===== config.mk =====
export PLATFORM = sky130hd
export DESIGN_NAME = fetch_unit
export DESIGN_NICKNAME = d
export VERILOG_FILES = /design/src/rtl/fetch_unit.sv
export SDC_FILE = /design/constraint.sdc
export NUM_CORES = 1
export LEC_CHECK = 0
export CAP_MARGIN = 10
export CELL_PAD_IN_SITES_DETAIL_PLACEMENT = 0
export CELL_PAD_IN_SITES_GLOBAL_PLACEMENT = 2
export CORE_ASPECT_RATIO = 1.1
export CORE_UTILIZATION = 35
export DETAILED_ROUTE_END_ITERATION = 10
export DONT_BUFFER_PORTS = 1
export PLACE_DENSITY_LB_ADDON = 0.1
export SYNTH_ARGS = -nofsm -noshare
export SYNTH_HDL_FRONTEND = slang
export SYNTH_SLANG_ARGS = --single-unit

===== constraint.sdc =====
create_clock -name clk -period 14.2 [get_ports clk]
set_clock_uncertainty 0.2 [all_clocks]
set_input_delay 1.42 -clock clk [delete_from_list [all_inputs] [get_ports clk]]
set_output_delay 1.42 -clock clk [all_outputs]
set_load 0.05 [all_outputs]

===== src/rtl/fetch_unit.sv =====
// Instruction fetch stage.
// Drives the ICache address, tracks the single outstanding fetch, and feeds a
// registered IF/ID pipeline register backed by a 1-entry skid buffer. Handles
// ICache misses, decode back-pressure and branch redirects, including a
// redirect that lands while a miss is still outstanding.
module fetch_unit #(
    parameter logic [31:0] RESET_PC = 32'h0000_0000
) (
    input  logic        clk,
    input  logic        rst,
    output logic [31:0] FetchPc,
    input  logic [31:0] Inst,
    input  logic        IStall,
    input  logic        DecStall,
    input  logic        Redirect,
    input  logic [31:0] RedirectPc,
    output logic [31:0] IfIdInst,
    output logic [31:0] IfIdPc,
    output logic        IfIdValid
);

    typedef enum logic [1:0] {
        ST_RUN        = 2'd0,
        ST_HOLD       = 2'd1,
        ST_REDIR_PEND = 2'd2
    } state_t;

    // Word-align a target address (instructions are 4-byte aligned).
    function automatic logic [31:0] align_pc(input logic [31:0] addr);
        return addr & 32'hFFFF_FFFC;
    endfunction

    // Next sequential fetch address, wrapping at the top of the address space.
    function automatic logic [31:0] next_seq_pc(input logic [31:0] addr);
        return addr + 32'd4;
    endfunction

    state_t      state_r;
    logic [31:0] pc_r;
    logic [31:0] inflight_pc_r;
    logic        inflight_valid_r;
    logic        discard_r;
    logic [31:0] redir_tgt_r;
    logic        skid_valid_r;
    logic [31:0] skid_inst_r;
    logic [31:0] skid_pc_r;
    logic        ifid_valid_r;
    logic [31:0] ifid_inst_r;
    logic [31:0] ifid_pc_r;

    logic [31:0] fetch_pc_s;
    logic        accept_s;
    logic        to_ifid_s;
    logic        to_skid_s;
    logic        issue_gate_s;
    logic        issue_s;

    // Fetch address selection and the per-cycle accept/issue decisions.
    always_comb begin
        fetch_pc_s   = pc_r;
        issue_gate_s = 1'b0;

        // During a miss or while a redirect waits for the miss to resolve, the
        // cache must keep seeing the address it is working on.
        if (IStall || (state_r == ST_REDIR_PEND)) begin
            fetch_pc_s = inflight_pc_r;
        end else begin
            fetch_pc_s = pc_r;
        end

        accept_s  = inflight_valid_r && !IStall && !discard_r && (state_r == ST_RUN);
        to_ifid_s = accept_s && (!ifid_valid_r || !DecStall);
        to_skid_s = accept_s && ifid_valid_r && DecStall;

        // A HOLD cycle in which decode frees up hands the skid to IF/ID at the
        // edge, so a fetch may go out in that same cycle to avoid a bubble.
        case (state_r)
            ST_RUN:  issue_gate_s = !skid_valid_r;
            ST_HOLD: issue_gate_s = !DecStall;
            default: issue_gate_s = 1'b0;
        endcase

        // When the arriving word is about to fill the skid, nothing else may be
        // launched: pc_r already names the next sequential word, so it is
        // simply refetched once the skid drains.
        issue_s = issue_gate_s && !IStall && !Redirect && !to_skid_s;
    end

    assign FetchPc   = fetch_pc_s;
    assign IfIdInst  = ifid_inst_r;
    assign IfIdPc    = ifid_pc_r;
    assign IfIdValid = ifid_valid_r;

    // Fetch control FSM together with PC, in-flight tracking, skid and IF/ID.
    always_ff @(posedge clk or posedge rst) begin
        if (rst) begin
            state_r          <= ST_RUN;
            pc_r             <= RESET_PC;
            inflight_pc_r    <= RESET_PC;
            inflight_valid_r <= 1'b0;
            discard_r        <= 1'b0;
            redir_tgt_r      <= RESET_PC;
            skid_valid_r     <= 1'b0;
            skid_inst_r      <= 32'h0000_0000;
            skid_pc_r        <= 32'h0000_0000;
            ifid_valid_r     <= 1'b0;
            ifid_inst_r      <= 32'h0000_0000;
            ifid_pc_r        <= 32'h0000_0000;
        end else begin
            discard_r <= 1'b0;

            // Whatever address the cache was given this cycle is what it will
            // answer (or keep missing on) next cycle.
            if (!IStall) begin
                inflight_pc_r <= fetch_pc_s;
            end

            if (Redirect) begin
                // Redirect outranks back-pressure, HOLD and any arriving word.
                ifid_valid_r     <= 1'b0;
                skid_valid_r     <= 1'b0;
                inflight_valid_r <= 1'b0;
                if (IStall) begin
                    redir_tgt_r <= align_pc(RedirectPc);
                    state_r     <= ST_REDIR_PEND;
                end else begin
                    pc_r      <= align_pc(RedirectPc);
                    discard_r <= 1'b1;
                    state_r   <= ST_RUN;
                end
            end else begin
                case (state_r)
                    ST_REDIR_PEND: begin
                        // The miss word returns now and is thrown away.
                        if (!IStall) begin
                            pc_r    <= redir_tgt_r;
                            state_r <= ST_RUN;
                        end
                    end
                    ST_HOLD: begin
                        if (!DecStall) begin
                            ifid_valid_r <= 1'b1;
                            ifid_inst_r  <= skid_inst_r;
                            ifid_pc_r    <= skid_pc_r;
                            skid_valid_r <= 1'b0;
                            state_r      <= ST_RUN;
                        end
                    end
                    ST_RUN: begin
                        if (to_ifid_s) begin
                            ifid_valid_r <= 1'b1;
                            ifid_inst_r  <= Inst;
                            ifid_pc_r    <= inflight_pc_r;
                        end else if (to_skid_s) begin
                            skid_valid_r <= 1'b1;
                            skid_inst_r  <= Inst;
                            skid_pc_r    <= inflight_pc_r;
                            state_r      <= ST_HOLD;
                        end else if (!DecStall) begin
                            ifid_valid_r <= 1'b0;
                        end
                    end
                    default: begin
                        state_r <= ST_RUN;
                    end
                endcase

                if (issue_s) begin
                    pc_r             <= next_seq_pc(pc_r);
                    inflight_valid_r <= 1'b1;
                end else if (!IStall) begin
                    inflight_valid_r <= 1'b0;
                end
            end
        end
    end

endmodule


==> results.py <==
metrics = {
    "clock_tree": {
        "cts_sinks": 226,
        "cts.clk_slew.worst_paths_ps": 50,
        "h-tree-depth": 1,
        "clock_latency_ps": 530,
        "cts_made_buffers": 27,
        "cts_setup_buffers": 0,
        "cts_tree": "done",
        "ctsHoldBuffers": 0,
        "cts-root-buf": "clkbuf_16",
        "clockBufferDepth": 3,
        "cts.repair.resized": 0,
    },
    "critical_path": {
        "end_kind": "output pin",
        "cp_top_family": "buffers and inverters",
        "crit_fanout": 44,
        "crit_chain": "a21oi_4, buf_4, mux2_2",
        "startpoint_type": "input pin",
        "worst_ep_arrival_time_ps": 3180,
        "cp_data_required_time_ps": 12580,
        "critPathKind": "in2out",
        "crit_buf_inv": 1,
        "critPathSlowestCell": "buf_4",
        "cpPeakStageDelay_ps": 620,
    },
    "synth": {
        "ys_seq_area_share_pct": 53.7,
        "synth_cells": 910,
        "syn-cell-area_mm2": 0.0105,
        "ys_async_sr_fraction_pct": 100,
        "yosys_register_bits": 226,
        "synth_warnings": 0,
        "syn-num-nets": 980,
        "synth-main-ff-cell": "dfrtp_1",
        "syn_area_per_cell_um2": 11.6,
        "ys_types": 69,
        "synth_edf_count": 0,
    },
    "route": {
        "firstDrtPassIters": 4,
        "routed_wirelength_mm": 25.8,
        "met3_length_mm": 1.97,
        "via_per_inst": 5.35,
        "dr.max_layer_used": "met4",
        "drc": 0,
        "antenna_left": 0,
        "via_count": 6837,
        "dr_wl_met2_mm": 12.8,
        "drtIter0Drc": 328,
        "wl_per_cell_um": 20.2,
        "wl_met1_mm": 10.6,
    },
    "hold_path": {
        "hp-class": "reg2reg",
    },
    "finish": {
        "fill_cells": 2851,
        "layout_commonest_cell": "dfrtp_1",
        "syn2layout_area_growth_pct": 11.6,
        "n_antenna_cell": 0,
        "nets": 952,
        "fin_area_mm2": 0.0118,
        "drive_above_1_share_pct": 24.9,
        "final_cell_mix": "dfrtp_1 (226), mux2_2 (151), nand2_1 (97)",
    },
    "sta": {
        "rsz0062_at_grt": "no",
        "finalCriticalPeriod_ps": 4800,
        "hold_viol": 0,
        "slew_viol_final": 0,
        "slew_headroom_pct": 20.6,
        "max_freq_mhz": 208,
        "fin_crit_sh_pct": 33.8,
        "setup_viol": 0,
        "worst_pin_slew_ps": 1190,
        "tns_ps": 0,
    },
    "global_routing": {
        "grt_start_max_net_pins": 125,
        "grt_use_total_pct": 17.0,
        "grt_pass1_wl_mm": 41.4,
        "overflow": 0,
        "antenna_found_initial": 0,
        "grt_pass1_vias": 7108,
    },
    "power_and_ir_drop": {
        "power.total_mw": 2.06,
        "p_leak_nw": 5.39,
        "peakVddDrop_mv": 0.0801,
        "power_density_mw_per_mm2": 176,
    },
    "die": {
        "start_util_pct": 35.6,
        "placementRows": 66,
        "fp.dieH_um": 184,
        "io_pins": 166,
        "die_w_um": 167,
        "die_area_mm2": 0.0308,
        "core_mm2": 0.0296,
    },
    "job": {
        "maxCapViolations": 0,
    },
    "placed_design": {
        "placed_area_mm2": 0.0108,
        "port_buffers": 0,
        "gp_congestion": 0.753,
        "post-dp-hpwl_mm": 16.3,
    },
    "status": {
        "status": "finished, final reports clean",
    },
}
state kept, by name, indices dropped and copies added (netlist names), 2 cells and up:
name	cells
IfIdInst	32
redir_tgt_r	30
state_r	2
skid_inst_r	32
skid_pc_r	32
pc_r	30
inflight_pc_r	32
IfIdPc	32
metrics by stage:
| step | instances | hold WS [ps] | worst slack [ps] | util [%] |
|---|---|---|---|---|
| after floorplan | 910 | 264 | 6390 | - |
| after global placement | 1227 | 275 | 9390 | 36.6 |
| after detailed placement | 1227 | 281 | 9350 | 36.6 |
| after CTS | 1277 | 294 | 9340 | 39.8 |
| after global routing | 1277 | 308 | 9290 | 39.8 |
| final | 1277 | 293 | 9400 | 39.8 |
routing by layer:
metal,vias to the layer above,track usage (%)
met1,3447,20.2
met5,-,0
met4,0,4.70
li1,3199,-
met3,33,5.15
met2,158,29.8
synthesized netlist by cell type (2+ instances only):
master	count	area share, %
nand3_1	19	0.90
buf_4	2	0.14
nor4_1	2	0.12
inv_1	7	0.25
o22a_1	2	0.17
clkbuf_1	27	0.96
nor2b_1	4	0.24
clkbuf_2	2	0.095
xnor2_1	5	0.42
and2_2	2	0.14
nor2_1	37	1.3
mux2_2	151	16
nor3_1	8	0.38
mux2i_1	66	6.3
buf_2	32	1.5
a211o_1	8	0.67
dfrtp_1	226	54
a211oi_1	7	0.50
a21oi_1	35	1.7
xor2_1	9	0.75
and3_1	11	0.65
buf_1	2	0.071
o21ai_0	80	3.8
nand2b_1	3	0.18
mux2_1	4	0.43
nand4_1	10	0.59
and4_1	3	0.25
o211ai_1	2	0.14
or4_1	2	0.14
o22ai_1	2	0.12
or3_1	3	0.18
o41ai_1	2	0.17
nor3b_1	3	0.21
nand2_1	97	3.5
final timing paths:
kind	from	end	slack, ps	cells past startpoint
setup reg to reg	IfIdValid	pc_r[23]	10510	5
hold / removal	skid_inst_r[31]	skid_inst_r[31]	290	1
setup / recovery	IStall	FetchPc[25]	9400	3
max in group asynchronous	rst	pc_r[15]	11670	2
hold reg to reg	skid_inst_r[31]	skid_inst_r[31]	290	1
min in group asynchronous	rst	IfIdInst[25]	650	1
kinds of logic after synthesis:
kind of cell    count (synthesis)  share of synthesized area, %
compound gates                159                          9.04
xor+xnor                       14                          1.16
fa+ha+maj                       1                         0.119
buf+inv                        73                          3.08
flops                         226                          53.7
mux                           221                          22.8
simple gates                  216                          10.0
power breakdown:
| group | switching, mW | internal [mW] | total [mW] |
|---|---|---|---|
| combinational | 0.211 | 0.120 | 0.331 |
| clock | 0.269 | 0.439 | 0.708 |
| sequential | 0.276 | 0.748 | 1.02 |
area by class of cell:
type                       instances  area [µm²]  area share, %
sequential                       226        5660           48.1
multi-input combinational        611        4590           39.1
clock buffer                      44         880           7.48
tap                              374         468           3.98
clock inverter                     6        61.3          0.522
timing repair buffer               8        60.1          0.511
inverter                           8        37.5          0.319
Note: power is estimated with default switching activity, not from simulation.
